--- src/rtl/mem_port_arbiter.sv ---
// rtl/mem_port_arbiter.sv - CPU/DMA arbiter for one shared single-port RAM with 1-cycle read latency.
// Round-robin on contention, with bounded DMA lock bursts and a saturating CPU stall counter.
module mem_port_arbiter #(
  parameter int MEMORY_WIDTH = 32,
  parameter int MAX_BURST    = 8
) (
  input  logic                      clock,
  input  logic                      reset,
  input  logic                      cpu_req,
  input  logic [31:0]               cpu_addr,
  input  logic [MEMORY_WIDTH-1:0]   cpu_wdata,
  input  logic [MEMORY_WIDTH/8-1:0] cpu_wb,
  output logic                      cpu_stall,
  output logic                      cpu_rvalid,
  output logic [MEMORY_WIDTH-1:0]   cpu_rdata,
  input  logic                      dma_req,
  input  logic                      dma_lock,
  input  logic [31:0]               dma_addr,
  input  logic [MEMORY_WIDTH-1:0]   dma_wdata,
  input  logic [MEMORY_WIDTH/8-1:0] dma_wb,
  output logic                      dma_gnt,
  output logic                      dma_rvalid,
  output logic [MEMORY_WIDTH-1:0]   dma_rdata,
  output logic [31:0]               mem_addr,
  output logic [MEMORY_WIDTH-1:0]   mem_wdata,
  output logic [MEMORY_WIDTH/8-1:0] mem_wb,
  input  logic [MEMORY_WIDTH-1:0]   mem_rdata,
  output logic [15:0]               stall_cnt,
  input  logic                      stall_clr
);

  typedef enum logic [1:0] {
    ST_IDLE = 2'd0,
    ST_CPU  = 2'd1,
    ST_DMA  = 2'd2
  } state_t;

  localparam logic [7:0] MAX_BURST_C = 8'(MAX_BURST);

  state_t      state_q, state_d;
  logic        last_dma_q, last_dma_d;
  logic [7:0]  burst_cnt_q, burst_cnt_d;
  logic [15:0] stall_cnt_q, stall_cnt_d;
  logic        cpu_gnt;
  logic        dma_gnt_w;

  // No grant can be issued while reset is held, so outputs settle asynchronously.
  always_comb begin
    cpu_gnt   = 1'b0;
    dma_gnt_w = 1'b0;
    if (reset) begin
      if (state_q == ST_DMA && dma_lock && dma_req &&
          (!cpu_req || burst_cnt_q < MAX_BURST_C)) begin
        dma_gnt_w = 1'b1;
      end else if (cpu_req && dma_req) begin
        if (last_dma_q) cpu_gnt = 1'b1;
        else            dma_gnt_w = 1'b1;
      end else if (cpu_req) begin
        cpu_gnt = 1'b1;
      end else if (dma_req) begin
        dma_gnt_w = 1'b1;
      end
    end
  end

  always_comb begin
    state_d     = ST_IDLE;
    last_dma_d  = last_dma_q;
    burst_cnt_d = 8'd0;
    stall_cnt_d = stall_cnt_q;
    if (cpu_gnt) begin
      state_d    = ST_CPU;
      last_dma_d = 1'b0;
    end else if (dma_gnt_w) begin
      state_d    = ST_DMA;
      last_dma_d = 1'b1;
      if (state_q != ST_DMA)            burst_cnt_d = 8'd1;
      else if (burst_cnt_q >= MAX_BURST_C) burst_cnt_d = MAX_BURST_C;
      else                              burst_cnt_d = burst_cnt_q + 8'd1;
    end
    if (stall_clr)                             stall_cnt_d = 16'd0;
    else if (cpu_stall && stall_cnt_q != 16'hFFFF) stall_cnt_d = stall_cnt_q + 16'd1;
  end

  always_ff @(posedge clock or negedge reset) begin
    if (!reset) begin
      state_q     <= ST_IDLE;
      last_dma_q  <= 1'b1;
      burst_cnt_q <= 8'd0;
      stall_cnt_q <= 16'd0;
    end else begin
      state_q     <= state_d;
      last_dma_q  <= last_dma_d;
      burst_cnt_q <= burst_cnt_d;
      stall_cnt_q <= stall_cnt_d;
    end
  end

  // The previous cycle's grant owner is also the owner of this cycle's RAM response.
  assign cpu_rvalid = (state_q == ST_CPU);
  assign dma_rvalid = (state_q == ST_DMA);
  assign cpu_rdata  = mem_rdata;
  assign dma_rdata  = mem_rdata;

  assign dma_gnt   = dma_gnt_w;
  assign cpu_stall = cpu_req & ~cpu_gnt;
  assign stall_cnt = stall_cnt_q;

  always_comb begin
    mem_addr  = dma_gnt_w ? dma_addr  : cpu_addr;
    mem_wdata = dma_gnt_w ? dma_wdata : cpu_wdata;
    if (cpu_gnt)        mem_wb = cpu_wb;
    else if (dma_gnt_w) mem_wb = dma_wb;
    else                mem_wb = '0;
  end

endmodule

--- config.mk ---
export PLATFORM = sky130hd
export DESIGN_NAME = mem_port_arbiter
export DESIGN_NICKNAME = d
export VERILOG_FILES = /design/src/rtl/mem_port_arbiter.sv
export SDC_FILE = /design/constraint.sdc
export NUM_CORES = 1
export LEC_CHECK = 0
export CAP_MARGIN = 20
export CORE_AREA = 10 10 118 120
export CTS_CLUSTER_SIZE = 14
export DETAILED_ROUTE_END_ITERATION = 16
export DIE_AREA = 0 0 128 130
export DONT_BUFFER_PORTS = 1
export PLACE_DENSITY = 0.44
export SLEW_MARGIN = 20
export SYNTH_ARGS = -nofsm -noshare
export SYNTH_HDL_FRONTEND = slang
export SYNTH_SLANG_ARGS = --single-unit
--- constraint.sdc ---
create_clock -name clock -period 2.45 [get_ports clock]
set_input_delay 0.6125 -clock clock [delete_from_list [all_inputs] [get_ports clock]]
set_output_delay 0.6125 -clock clock [all_outputs]
set_load 0.005 [all_outputs]
Word-level counts from Yosys, hierarchy flattened
Cells that the tools add are included.
- $add $sub $neg: 2
- $lt $le $gt $ge: 2
- eq/ne operators: 4
- multiplexer cells: 25
- bitwise gates (word level): 2
- reductions and logical operators: 9
- operators with widths (kind ; count):
    $mux W32 ; 2
    $mux W16 ; 2
    $mux W8 ; 4
    $add A16 B1 Y16 const B ; 1
    $ne A16 B16 Y1 const B ; 1
    $mux W1 ; 13
    $add A8 B1 Y8 const B ; 1
    $ge A8 B4 Y1 const B ; 1
    $lt A8 B4 Y1 const B ; 1
    $mux W4 ; 2
    $logic_and A1 B1 Y1 ; 5
    $mux W2 ; 2
    $reduce_bool A2 Y1 ; 2
    $eq A2 B1 Y1 const B ; 1
    $eq A2 B2 Y1 const B ; 1
    $ne A2 B2 Y1 const B ; 1
    $and A1 B1 Y1 ; 1
    $logic_not A1 Y1 ; 1
    $logic_or A1 B1 Y1 ; 1
    $not A1 Y1 ; 1
- register bits: 27
- input port bits: 174
- output and inout bits: 152

Logic depth before layout (Yosys ltp)
Gate-level depths: netlist of run 1.
- word-level depth: 11
- mapped depth: 9
- depth with buffers taken out: 6

Worst setup path before layout of run 1
No wires, ideal clock.
- path type: reg2out
- start point: register burst_cnt_q[6]
- end point: output mem_addr[10]
- arrival time: 1985 ps
- setup slack: -148 ps
- cell stages (with the launch flop): 7
- buffers on the path: 1
- cell sequence: dfrtp_1 -> or4_4 -> or2_1 -> o21ai_1 -> o211ai_2 -> buf_2 -> mux2_1
- cells in the longest elaborated chain, start to end: 6
- RTL lines (what ; line ; text):
    start, declared ; 42 ; logic [7:0] burst_cnt_q, burst_cnt_d;
    start signal, assigned ; 94 ; burst_cnt_q <= burst_cnt_d;
    $lt A8 B4 Y1 ; 53 ; (!cpu_req || burst_cnt_q < MAX_BURST_C)) begin
    $logic_or A1 B1 Y1 ; 53 ;
    $logic_and A1 B1 Y1 ; 52 ; if (state_q == ST_DMA && dma_lock && dma_req &&
    $mux W1 ; 52 ;
    $mux W1 ; 51 ; if (reset) begin
    $mux W32 ; 110 ; mem_addr = dma_gnt_w ? dma_addr : cpu_addr;
    end, declared ; 24 ; output logic [31:0] mem_addr,
No other way between the ends.

Worst setup path in the final report of run 1
- start point: register burst_cnt_q[6]
- end point: output mem_wdata[12]
- cells in the longest elaborated chain, start to end: 6
- RTL lines (what ; line ; text):
    $lt A8 B4 Y1 ; 53 ;
    $logic_or A1 B1 Y1 ; 53 ;
    $logic_and A1 B1 Y1 ; 52 ;
    $mux W1 ; 52 ;
    $mux W1 ; 51 ;
    $mux W32 ; 111 ; mem_wdata = dma_gnt_w ? dma_wdata : cpu_wdata;
    end, declared ; 25 ; output logic [MEMORY_WIDTH-1:0] mem_wdata,
No other way between the ends.

==> results of run 1 <==
==> layer usage <==
layer	wire length [µm]	track usage, %	vias to the layer above
li1	-	-	848
met1	4340	14.01	935
met2	6356	21.59	136
met3	1466	6.613	18
met4	212	3.510	0
met5	0	0	-
==> state kept, by name, summed over array words and instances (netlist names) <==
register / cells
stall_cnt: 16
burst_cnt_q: 8
state_q: 2
last_dma_q: 1
==> metrics by stage <==
stage / setup WS, ps / hold WS, ps / util, %
6_report: -422.0 / 34.53 / 22.95
5_1_grt: -493.4 / 16.95 / 22.95
4_1_cts: -459.9 / 25.57 / 22.52
3_5_place_dp: -304.3 / 317.9 / 21.49
3_3_place_gp: -313.0 / 317.9 / 21.49
2_1_floorplan: -89.31 / 316.9 / -
==> cell families (layout without fill, tap and decap cells) <==
kind of cell	Yosys count	count (layout)	share of synthesized area (%)
DFF	27	27	25.34
xor gates and xnor gates	1	1	0.3279
and+or+nand+nor	63	63	14.05
buffers and inverters	87	33	21.92
other	1	4	0.1404
adders and majority gates	3	3	1.405
muxes	67	67	28.24
AOI/OAI and AO/OA	35	35	8.571
==> worst min-delay path by stage <==
stage | from | to | slack, ps | cells after the start
final | reset | stall_cnt[12] | 30 | 0
after global routing | reset | stall_cnt[12] | 20 | 0
after CTS | reset | stall_cnt[11] | 30 | 0
after detailed placement | reset | stall_cnt[12] | 320 | 0
after global placement | reset | stall_cnt[12] | 320 | 0
after floorplan | reset | burst_cnt_q[0] | 320 | 0
==> power by group through the flow <==
stage | Clock (µW) | Combinational (µW) | Sequential [µW]
floorplan | 0 | 285 | 476
global placement | 0 | 279 | 476
detailed placement | 0 | 282 | 476
CTS | 399 | 293 | 468
global route | 415 | 325 | 470
finish | 381 | 301 | 468
==> timing repair <==
action	4_1_cts	5_1_grt
hold buffers	0	0
gates cloned	0	1
buffers inserted	0	1
resized for setup	15	4
setup endpoints to repair	69	71
pin swaps	0	1
==> cell usage in the layout, fill, tap and decap left out, types with 2 or more instances in the layout <==
| cell | instances |
|---|---|
| a21oi_1 | 13 |
| a22o_4 | 4 |
| and3_1 | 2 |
| and4_1 | 2 |
| buf_12 | 2 |
| buf_4 | 16 |
| clkbuf_16 | 4 |
| conb_1 | 4 |
| dfrtp_1 | 26 |
| ha_1 | 3 |
| inv_1 | 8 |
| mux2_2 | 60 |
| mux2_4 | 7 |
| nand2_1 | 8 |
| nand2b_1 | 2 |
| nand3_1 | 5 |
| nand3b_1 | 4 |
| nand4_1 | 3 |
| nor2_1 | 10 |
| nor2b_1 | 4 |
| nor3_1 | 2 |
| nor4_1 | 4 |
| nor4_2 | 2 |
| o21ai_0 | 3 |
| o31ai_1 | 9 |
| or4_1 | 10 |
==> cell type report <==
cell class	count	share of cell area (%)
Multi-Input combinational cell	173	56.33
Sequential cell	27	25.19
Timing Repair Buffer	20	7.309
Tap cell	147	6.844
Clock buffer	3	2.793
Inverter	9	1.350
Clock inverter	1	0.1862
==> worst max-delay path, stage by stage (launching register included) <==
cell	delay [ps]
dfrtp_1	360
or4_4	540
or2_4	260
o21ai_4	170
o211ai_4	130
clkbuf_16	220
mux2_2	320
==> impl_metrics.env, run 1 <==
export IMPL_wl_per_cell_um=32.57
export IMPL_crit_path_start="burst_cnt_q[6]"
export IMPL_power_density_nw_per_um2=428.2
export IMPL_synth_area_leader_cell="dfrtp_1"
export IMPL_grt_pass1_wl_mm=15.96
export IMPL_clock_power_share_pct=33.1
export IMPL_critPathMaxFanout=23
export IMPL_fin_crit_sh_pct=117.2
export IMPL_clk_path_buf_depth=2
export IMPL_status="finished with violations"
export IMPL_synthCells=284
export IMPL_period_minus_slack_ps=2872
export IMPL_setup_slack_ps=-422.0
export IMPL_clk_latency_ps=260
export IMPL_hold_viol_final=0
export IMPL_htree_levels=1
export IMPL_finish_instance_area_um2=2688
export IMPL_yosys_warnings=0
export IMPL_netlist_top_cells_count="buf_4, mux2_2, dfrtp_1, a21oi_1, mux2_1"
export IMPL_first_global_vias=2058
export IMPL_finalSetupViolCount=69
export IMPL_via_per_inst=5.097
export IMPL_yosysSeqAreaShare_pct=25.34
export IMPL_overflow=0
export IMPL_crit_type="flip-flop to output pin"
export IMPL_fillers=1290
export IMPL_synth_edf_count=0
export IMPL_fp_dieW_um=128
export IMPL_chipHeight_um=130
export IMPL_combPwrFrac_pct=26.2
export IMPL_ys_ff_latch=27
export IMPL_end_kind="output pin"
export IMPL_cp_endpoint="mem_wdata[12]"
export IMPL_finalClockSkew_ps=5.874
export IMPL_required_ps=1840
export IMPL_placed_cell_area_um2=2516
export IMPL_drive_gt1_share_pct=45.06
export IMPL_r2r_start="burst_cnt_q[6]"
export IMPL_vias=1937
export IMPL_core_area_um2=11710
export IMPL_antenna_found_initial=2
export IMPL_synth_area_leaders="dfrtp_1, mux2_2, buf_4"
export IMPL_ir_drop_v=0.0002059
export IMPL_io_buffers=0
export IMPL_synth_distinct_cells=40
export IMPL_cap_violations=0
export IMPL_slew_violations=0
export IMPL_final_cells=380
export IMPL_seq_area_um2=676.9
export IMPL_dp_cells=374
export IMPL_start_util_pct=22.81
export IMPL_root_buffer="clkbuf_16"
export IMPL_cts_tree="built"
export IMPL_syn_cell_area_um2=2671
export IMPL_total_power_uw=1151
export IMPL_setup_tns_ps=-27100
export IMPL_synth_top_area_share_pct=24.36
export IMPL_dieArea_um2=16640
export IMPL_switching_share_pct=28.33
export IMPL_rsz0062_at_grt="true"
export IMPL_cts_sinks=27
export IMPL_area_delta_synth_final_pct=0.6090
export IMPL_crit_arrival_ps=2260
export IMPL_async_flop_share_pct=100.0
export IMPL_antenna_cells=0
export IMPL_clk_pin_slew_ps=70
export IMPL_power_leakage_uw=0.001067
export IMPL_switchingPower_uw=326.0
export IMPL_multiInputGateArea_um2=1514
export IMPL_maxSlewHeadroom_pct=65.00
export IMPL_syn_avg_cell_area_um2=9.406
export IMPL_place_congestion=0.8702
export IMPL_max_freq_ghz=0.3482
export IMPL_seqPwrFrac_pct=40.7
export IMPL_violations="setup timing"
export IMPL_synth_most_common_cell="buf_4"
export IMPL_dp_hpwl_mm=10.91
export IMPL_ant_nets=0
export IMPL_hp_class="input port to async pin"
export IMPL_reg2regPathDepth=6
export IMPL_p_int_uw=824.8
export IMPL_nets=411
export IMPL_worst_r2r_setup_slack_ps=170
export IMPL_std_cell_rows=40
export IMPL_critPathLaunchType="flip-flop"
export IMPL_synth_ff_type="dfrtp_1"
export IMPL_drc=0
export IMPL_io_pins=326
export IMPL_wl_mm=12.38
export IMPL_cts_made_buffers=3
export IMPL_grt_max_degree=48
export IMPL_r2r_end="stall_cnt[3]"
export IMPL_drt_pass1_iter_count=4
export IMPL_drt_iter0_markers=82
export IMPL_grt_use_total_pct=12.87
export IMPL_worst_pin_slew_ps=525.0
No activity file was read; power rests on OpenSTA's default activity.
==> inputs of run 2 (changes only) <==
--- a/config.mk
+++ b/config.mk
@@ -11,7 +11,8 @@
 export DETAILED_ROUTE_END_ITERATION = 16
 export DIE_AREA = 0 0 128 130
 export DONT_BUFFER_PORTS = 1
-export PLACE_DENSITY = 0.44
+export GPL_TIMING_DRIVEN = 0
+export PLACE_DENSITY_LB_ADDON = 0.08
 export SLEW_MARGIN = 20
 export SYNTH_ARGS = -nofsm -noshare
 export SYNTH_HDL_FRONTEND = slang
==> impl_metrics.env, run 2 (synthesis gave the netlist of run 1 again) <==
export IMPL_status="finished with violations"
export IMPL_violations="setup timing"
export IMPL_crit_arrival_ps=2350
export IMPL_htree_levels=1
export IMPL_setup_tns_ps=-32510
export IMPL_hold_viol_final=0
export IMPL_clk_pin_slew_ps=70
export IMPL_r2r_end="stall_cnt[11]"
export IMPL_final_cells=455
export IMPL_critPathMaxFanout=5
export IMPL_holdWs_ps=36.42
export IMPL_maxSlewHeadroom_pct=53.62
export IMPL_first_global_vias=2490
export IMPL_period_minus_slack_ps=2965
export IMPL_power_leakage_uw=0.001446
export IMPL_cp_cell_sequence="or4_4 -> or2_4 -> o21ai_4 -> buf_6 -> o211ai_4 -> buf_6 -> mux2_4"
export IMPL_hp_class="input port to async pin"
export IMPL_drc=0
export IMPL_place_congestion=0.7360
export IMPL_fillers=1254
export IMPL_ir_drop_v=0.0003305
export IMPL_finalClockSkew_ps=4.070
export IMPL_critPathBufInv=2
export IMPL_grt_max_degree=32
export IMPL_crit_type="flip-flop to output pin"
export IMPL_grt_pass1_wl_mm=16.38
export IMPL_path_delay_family="simple AND/OR/NAND/NOR gates"
export IMPL_fin_crit_sh_pct=121.0
export IMPL_drt_pass1_iter_count=4
export IMPL_cts_sinks=27
export IMPL_io_buffers=0
export IMPL_cts_made_buffers=3
export IMPL_core_area_um2=11710
export IMPL_nets=486
export IMPL_clk_path_buf_depth=2
export IMPL_vias=2289
export IMPL_dieArea_um2=16640
export IMPL_antenna_cells=0
export IMPL_end_kind="output pin"
export IMPL_fp_dieW_um=128
export IMPL_cpMostUsedCell="buf_6"
export IMPL_max_freq_ghz=0.3373
export IMPL_rsz0062_at_grt="true"
export IMPL_overflow=0
export IMPL_drt_iter0_markers=122
export IMPL_cpMaxStageDelayCell="or4_4"
export IMPL_critPathLaunchType="flip-flop"
export IMPL_post_place_ws_ps=-389.0
export IMPL_top_usage_layer="met2"
export IMPL_chipHeight_um=130
export IMPL_largest_reg_flops=16
export IMPL_seq_area_um2=679.4
export IMPL_cap_violations=0
export IMPL_dp_hpwl_mm=10.75
export IMPL_required_ps=1840
export IMPL_grt_util_met3_pct=5.842
export IMPL_finalSetupViolCount=71
export IMPL_reg2regPathDepth=10
export IMPL_setup_slack_ps=-514.5
export IMPL_drive_gt1_share_pct=63.96
export IMPL_dp_cells=434
export IMPL_wl_mm=12.74
export IMPL_io_pins=326
export IMPL_worst_pin_slew_ps=695.8
export IMPL_ant_nets=0
export IMPL_placed_cell_area_um2=2912
export IMPL_antenna_found_initial=0
export IMPL_std_cell_rows=40
export IMPL_finish_instance_area_um2=3430
export IMPL_root_buffer="clkbuf_16"
export IMPL_area_delta_synth_final_pct=28.38
export IMPL_cts_tree="built"
export IMPL_via_per_inst=5.031
export IMPL_worst_r2r_setup_slack_ps=-10
export IMPL_grtUsageMet2_pct=21.20
export IMPL_grt_use_total_pct=12.66
export IMPL_power_density_nw_per_um2=382.5
export IMPL_r2r_start="burst_cnt_q[6]"
export IMPL_slew_violations=0
export IMPL_final_common_cell="buf_4"
export IMPL_met1_usage_pct=13.97
export IMPL_clk_latency_ps=260
export IMPL_start_util_pct=22.81
export IMPL_cp_slowest_stage_delay_ps=530
export IMPL_wl_per_cell_um=27.99
export IMPL_multiInputGateArea_um2=1667
export IMPL_final_cell_mix="buf_4, mux2_2, dfrtp_1"
-- run 2: cell count changes in the layout (fill, tap and decap cells not counted), sizes merged --
cell,change
clkbuf,+3
clkinvlp,+1
buf,+71
o211ai,+1
clkinv,-1
-- run 2: worst reg2reg max path, stage by stage (launching register included) --
cell and delay, ps:
dfrtp_1 360, or4_4 530, buf_4 150, buf_6 110
nor4_4 170, nor2_4 110, buf_8 160, buf_4 140
buf_4 140, nor4_4 160, mux2_4 330
-- run 2: area by class of cell --
| type | count | share of cell area (%) |
|---|---|---|
| Clock buffer | 3 | 2.189 |
| Sequential cell | 27 | 19.81 |
| Tap cell | 147 | 5.363 |
| Buffer | 77 | 17.66 |
| Multi-Input combinational cell | 174 | 48.60 |
| Clock inverter | 1 | 0.2189 |
| Inverter | 9 | 1.277 |
| Timing Repair Buffer | 17 | 4.889 |
-- run 2: metrics by stage --
| step | util (%) | power (µW) |
|---|---|---|
| 2_1_floorplan | - | 761.1 |
| 3_3_place_gp | 24.86 | 850.7 |
| 3_5_place_dp | 24.86 | 847.5 |
| 4_1_cts | 26.81 | 1273 |
| 5_1_grt | 29.28 | 1381 |
| 6_report | 29.28 | 1312 |
-- run 2: repair_timing --
| action | CTS | global route |
|---|---|---|
| setup buffers | 3 | 10 |
| gates resized for setup | 30 | 43 |
| endpoints found under the setup margin | 82 | 85 |
| hold buffers | 0 | 0 |
| cloned | 1 | 4 |
| pin swaps | 1 | 9 |
-- run 2: per-layer routing --
metal	wire, µm	vias up
met5	0	-
met4	266	0
met3	1468	8
met2	6484	178
met1	4518	1102
li1	-	1001
-- run 2: how the worst max path moves through the flow --
stage	start	to	slack [ps]	depth (start not counted)
final	burst_cnt_q[6]	mem_addr[9]	-510	7
after floorplan	burst_cnt_q[6]	mem_addr[0]	-90	6
after global placement	burst_cnt_q[6]	mem_wdata[31]	-360	6
after detailed placement	burst_cnt_q[6]	mem_wdata[6]	-390	6
after global routing	burst_cnt_q[6]	mem_addr[9]	-600	7
after CTS	burst_cnt_q[6]	mem_wdata[16]	-540	6
-- run 2: power breakdown --
part / internal (µW) / switching (µW)
sequential: 460 / 12.8
combinational: 244 / 203
clock: 222 / 170
total: 927 / 385
